### src/rtl/kf_cmu_pkg.sv
// Shared types and constants for the CMU result collection path.
package kf_cmu_pkg;

    localparam int DBL_WIDTH      = 64;
    localparam int NUM_CH_DEFAULT = 16;

    typedef enum logic [1:0] {
        IDLE    = 2'd0,
        COLLECT = 2'd1,
        DONE    = 2'd2
    } collect_state_t;

endpackage

### src/rtl/kf_lowest_set.sv
// Combinational priority encoder: reports whether any bit is set and the index of the lowest one.
module kf_lowest_set #(
    parameter int N  = 16,
    parameter int IW = $clog2(N)
) (
    input  logic [N-1:0]  req,
    output logic          any,
    output logic [IW-1:0] idx
);

    always_comb begin
        any = |req;
        idx = '0;
        // Scan downward so the lowest set bit is the last one written.
        for (int i = N - 1; i >= 0; i--) begin
            if (req[i]) begin
                idx = IW'(i);
            end
        end
    end

endmodule

### src/rtl/kf_cmu_result_collector.sv
// Buffers one result per CMU channel and serializes them onto a single valid/ready write port,
// tracking per-epoch completion and sticky protocol-error flags.
module kf_cmu_result_collector
    import kf_cmu_pkg::*;
#(
    parameter int NUM_CH = NUM_CH_DEFAULT,
    parameter int IDX_W  = $clog2(NUM_CH)
) (
    input  logic                        clk,
    input  logic                        rst_n,
    input  logic                        start,
    input  logic [NUM_CH-1:0]           ch_valid,
    input  logic [NUM_CH*DBL_WIDTH-1:0] ch_data,
    output logic                        wr_valid,
    input  logic                        wr_ready,
    output logic [IDX_W-1:0]            wr_idx,
    output logic [DBL_WIDTH-1:0]        wr_data,
    output logic                        busy,
    output logic                        done,
    output logic                        err_overflow,
    output logic                        err_dup,
    output logic                        err_early
);

    collect_state_t state_reg, state_next;

    logic [NUM_CH-1:0]    pending_reg, pending_next;
    logic [NUM_CH-1:0]    received_reg, received_next;
    logic [DBL_WIDTH-1:0] hold_mem [NUM_CH];

    logic                 slot_valid_reg;
    logic [IDX_W-1:0]     slot_idx_reg;
    logic [DBL_WIDTH-1:0] slot_data_reg;

    logic err_overflow_reg, err_overflow_next;
    logic err_dup_reg, err_dup_next;
    logic err_early_reg, err_early_next;

    logic              lo_any;
    logic [IDX_W-1:0]  lo_idx;
    logic              in_collect, accept, slot_free, load, start_ok;
    logic [NUM_CH-1:0] drain_mask, capture;

    kf_lowest_set #(
        .N  (NUM_CH),
        .IW (IDX_W)
    ) u_lowest (
        .req (pending_reg),
        .any (lo_any),
        .idx (lo_idx)
    );

    assign in_collect = (state_reg == COLLECT);
    assign accept     = slot_valid_reg & wr_ready;
    assign slot_free  = ~slot_valid_reg | accept;
    assign load       = slot_free & lo_any;
    assign drain_mask = load ? (NUM_CH'(1) << lo_idx) : '0;
    // A channel whose result is moving into the slot this cycle may accept a new one.
    assign capture    = in_collect ? (ch_valid & (~pending_reg | drain_mask)) : '0;
    assign start_ok   = start & ~in_collect;

    always_ff @(posedge clk or negedge rst_n) begin
        if (!rst_n) begin
            state_reg <= IDLE;
        end else begin
            state_reg <= state_next;
        end
    end

    always_comb begin
        state_next = state_reg;
        case (state_reg)
            IDLE, DONE: begin
                if (start) state_next = COLLECT;
            end
            COLLECT: begin
                if (&received_reg && !(|pending_reg) && slot_free) state_next = DONE;
            end
            default: state_next = IDLE;
        endcase
    end

    always_comb begin
        busy = 1'b0;
        done = 1'b0;
        case (state_reg)
            COLLECT: busy = 1'b1;
            DONE:    done = 1'b1;
            default: ;
        endcase
    end

    always_comb begin
        pending_next      = (pending_reg & ~drain_mask) | capture;
        received_next     = start_ok ? '0 : (received_reg | capture);
        err_overflow_next = (start_ok ? 1'b0 : err_overflow_reg)
                          | (in_collect & (|(ch_valid & pending_reg & ~drain_mask)));
        err_dup_next      = (start_ok ? 1'b0 : err_dup_reg) | (|(capture & received_reg));
        err_early_next    = (start_ok ? 1'b0 : err_early_reg) | (~in_collect & (|ch_valid));
    end

    always_ff @(posedge clk or negedge rst_n) begin
        if (!rst_n) begin
            pending_reg      <= '0;
            received_reg     <= '0;
            err_overflow_reg <= 1'b0;
            err_dup_reg      <= 1'b0;
            err_early_reg    <= 1'b0;
            slot_valid_reg   <= 1'b0;
            slot_idx_reg     <= '0;
            slot_data_reg    <= '0;
        end else begin
            pending_reg      <= pending_next;
            received_reg     <= received_next;
            err_overflow_reg <= err_overflow_next;
            err_dup_reg      <= err_dup_next;
            err_early_reg    <= err_early_next;
            if (load) begin
                slot_valid_reg <= 1'b1;
                slot_idx_reg   <= lo_idx;
                slot_data_reg  <= hold_mem[lo_idx];
            end else if (accept) begin
                slot_valid_reg <= 1'b0;
            end
        end
    end

    // Holding registers need no reset: their contents are only read while pending is set.
    always_ff @(posedge clk) begin
        for (int k = 0; k < NUM_CH; k++) begin
            if (capture[k]) begin
                hold_mem[k] <= ch_data[k*DBL_WIDTH +: DBL_WIDTH];
            end
        end
    end

    assign wr_valid     = slot_valid_reg;
    assign wr_idx       = slot_idx_reg;
    assign wr_data      = slot_data_reg;
    assign err_overflow = err_overflow_reg;
    assign err_dup      = err_dup_reg;
    assign err_early    = err_early_reg;

endmodule

### config.mk
export PLATFORM = sky130hd
export DESIGN_NAME = kf_cmu_result_collector
export DESIGN_NICKNAME = d
export VERILOG_FILES = /design/src/rtl/kf_cmu_pkg.sv /design/src/rtl/kf_lowest_set.sv /design/src/rtl/kf_cmu_result_collector.sv
export SDC_FILE = /design/constraint.sdc
export NUM_CORES = 1
export LEC_CHECK = 0
export ABC_AREA = 1
export BUFFER_PORTS_ARGS = -buffer_cell sky130_fd_sc_hd__buf_2
export CAP_MARGIN = 10
export CORE_AREA = 5 5 429 431
export DETAILED_ROUTE_END_ITERATION = 16
export DIE_AREA = 0 0 434 436
export GPL_ROUTABILITY_DRIVEN = 1
export PLACE_DENSITY_LB_ADDON = 0.1
export SLEW_MARGIN = 25
export SYNTH_ARGS = -nofsm -noshare
export SYNTH_HDL_FRONTEND = slang
export SYNTH_SLANG_ARGS = --single-unit
### constraint.sdc
create_clock -name clk -period 4.4 [get_ports clk]
set_input_delay 0.22 -clock clk [delete_from_list [all_inputs] [get_ports clk]]
set_output_delay 0.22 -clock clk [all_outputs]
set_load 0.05 [all_outputs]
==> results.md <==
* Finished Layout Cells at ~8,300
* Crit-path max cell delay at slightly below 0.5 ns
* Commonest non-fill, non-tap cells in the layout: nand2_1 (1,274), buf_2 (1,116), dlygate4sd3_1 (1,046)
* CORE AREA at around 180,000 um2
* Max_cap viols at 0
* Cell area after layout at just under 70,000 um2
* Post-route setup TNS at 0 ns
* Fin. Hold Viols at 0
* Cell Area, Synth at approximately 44,000 um2
* GP Congestion at ~0.86
* Clock Skew at 0.03867 ns
* Slew Limit Headroom at between 30 and 40%
* Leakage at roughly 28 nW
* Status: completed
* H-tree depth at 4
* TritonRoute pass-1 iters at 7
* Mapped Avg Cell Area at 12.33 um2
* Maximum vdd drop at 459.7 uV
* Seq cells post-synth at approximately 1,100
* Met2 Use GR at about half
* GR Util met1 at about a third
* Die Ht at 436 um
* Worst Setup SP: pending_reg[13]
* Slowest-stage cell, CP: nand3_1
* Fmax at roughly 0.26 GHz
* Port buffer count at around 1,100
* Via count at ~38,000
* Area contributors post-synth: edfxtp_1 (70%), nand2_1 (11%), dfrtp_1 (6.0%)
* # rows at 156
* Layout cell share with drive strength beyond 1 at around 25%
* Number of buffers created by CTS at roughly 140
* Layer with the highest usage: met2
* Hold Path Class: input pin to register
* Worst hold slack at 0.1226 ns
* Hold Crit Start: ch_data[332]
* Die footprint at roughly 190,000 um2
* Global Route Usage Sum at a little over a quarter
* RSZ-0062 raised after global routing: no
* CTS tree: built
* Area grow syn2layout at 55.61%
* Fin. max-slew vios at 0
* Least-Margin Pin Slew at between 1 and 1.5 ns
* Avg Vias per Cell at ~4.6
* FF-to-FF Start: pending_reg[13]
* CTS Sinks at between 1,000 and 1,500
* Post-synthesis cell type count at 31
* Post-CTS Setup Repair Bufs at 0
* Part of the cycle the worst path needs at around 88%
* Clock latency on the worst-skew pair at slightly above 0.8 ns
* Endpoint type of the worst setup path: register
* Die Wd at roughly 430 um
* Worst EP required at 5.13 ns
* Min Tclk post-route at between 3 and 4 ns
* Residual DRC at 0
* Nets at slightly below 7,000
* Hpwl dp at 191,900 um
* Global route overflow at 0
* Share of the synthesized area in the top cell type at 69.96%
* Most flops, register: hold_mem
* Syn nets at around 4,600
* Post-detailed-route wirelength per cell at ~32 um
* Final count of negative-setup-slack endpoints at 0
* Root Driver: clkbuf_16
* Initial Utilization at roughly a quarter
* Io pins at around 1,100
* Kind of critical path: register to register
* Cell count after placement at ~7,000
* Yosys warns at 0
* Max reg flops at slightly above 1,000
* Most common cell after layout, fill and taps aside: nand2_1
* Post-Synthesis Cells at 3,565
* Max FO, Critical Path at 32
* Placed Area at about 53,000 um2
* Pin count of the biggest net entering global routing at 70
* Critical-path cell list: nor2_1 > o21ai_1 > nand3_1 > nand3_1 > nand3_1 > nand2_1 > a21oi_4 > nand3_1 > inv_8 > buf_12 > buf_4 > nand2_1 > nand2_1 > a21oi_1 > nand3_1 > nand3_1 > nand2_1 > nand2_1 > nand2_1
* Drt first-iter violations at 3,266
* Final WL at 263,600 um
* Area leader, netlist: edfxtp_1
* Vias in the first global route at just over 40,000
* Clock buffer depth at 3
* CTS clk-pin slew, worst paths at about 0.06 ns
* Crit start category: register
* Pwr dens at around 620 nW/um2
* Global-route wire length before repair at between 300,000 and 400,000 um
* Met3 Use GR at under 10%
* Initial antenna violation count at 68
* Worst EP arrival at between 4 and 5 ns
* Routed Antenna Nets at 0
* Fraction of the yosys area taken by sequential cells at between 70 and 80%
synthesized netlist by cell type:
cell type,instances
nor4_1,6
a22o_1,1
a31oi_1,2
nand2_4,3
nand4_1,58
buf_1,18
clkbuf_1,55
edfxtp_1,1024
nor2_2,1
inv_1,89
o21ai_1,3
o21bai_1,3
a21oi_1,228
buf_2,92
nand2_1,1274
nand2_2,1
dfrtp_1,106
o21ai_0,14
nand3_1,515
buf_4,20
buf_6,1
nor2_4,2
inv_2,6
nor2_1,30
clkinv_1,3
o41ai_1,1
nor3_1,3
a21oi_4,1
clkinv_2,1
nand3b_1,2
a21oi_2,2
cells by family after synthesis:
group                  after synthesis  share of synthesized area [%]
flip-flops                        1130                          75.99
buffers and inverters              285                          2.886
AND/OR/NAND/NOR                   1895                          18.14
AO/OA/AOI/OAI                      255                          2.986
critical path: cells and delay by family (launching register included):
kind            cells  cell delay [ns]
simple gates       13             1.91
buf+inv             3             0.89
compound gates      3             0.52
flops               1             0.41
final cells by class:
type                       instances  area, um2
fill                           17650     111400
sequential                      1130      33400
timing repair buffer            2272      17530
multi-input combinational       2150       9319
clock buffer                     179       3786
tap                             2370       2965
clock inverter                    78      807.0
inverter                          99      454.2
antenna                           53      132.6
worst paths after layout:
path | end | slack [ns] | depth (start not counted)
worst max-delay path | wr_data[1] | 0.53 | 19
worst min-delay path | hold_mem[5][12] | 0.12 | 2
worst max register to register | wr_data[1] | 0.53 | 19
worst min register to register | wr_data[4] | 0.48 | 2
max in group asynchronous | wr_data[61] | 2.97 | 4
min in group asynchronous | wr_data[9] | 0.43 | 3
what timing repair did:
action	4_1_cts	5_1_grt
resized for setup	0	0
hold buffers	1047	0
hold endpoints to repair	1108	0
per-stage QoR:
| stage | power, mW | utilization [%] | setup slack [ns] |
|---|---|---|---|
| floorplan | 22.05 | - | 0.8690 |
| detailed placement | 30.45 | 29.58 | 0.4373 |
| finish | 42.64 | 38.05 | 0.5300 |
| global route | 44.49 | 38.02 | 0.2352 |
| global placement | 30.53 | 29.58 | 0.4098 |
| CTS | 43.21 | 37.97 | 0.4112 |
report_power, final:
group	switching [mW]	internal [mW]	leakage, nW	total [mW]
registers	0.841	13.5	10.6	14.4
clock network	4.97	6.88	2.25	11.9
logic	12.1	4.31	14.7	16.4
layer usage:
metal	share of wire, %	routed length [um]
met1	40	106100
met2	51	134800
met3	5.0	13140
met4	3.6	9546
met5	0.019	49
Note: power is estimated with default switching activity, not from simulation.
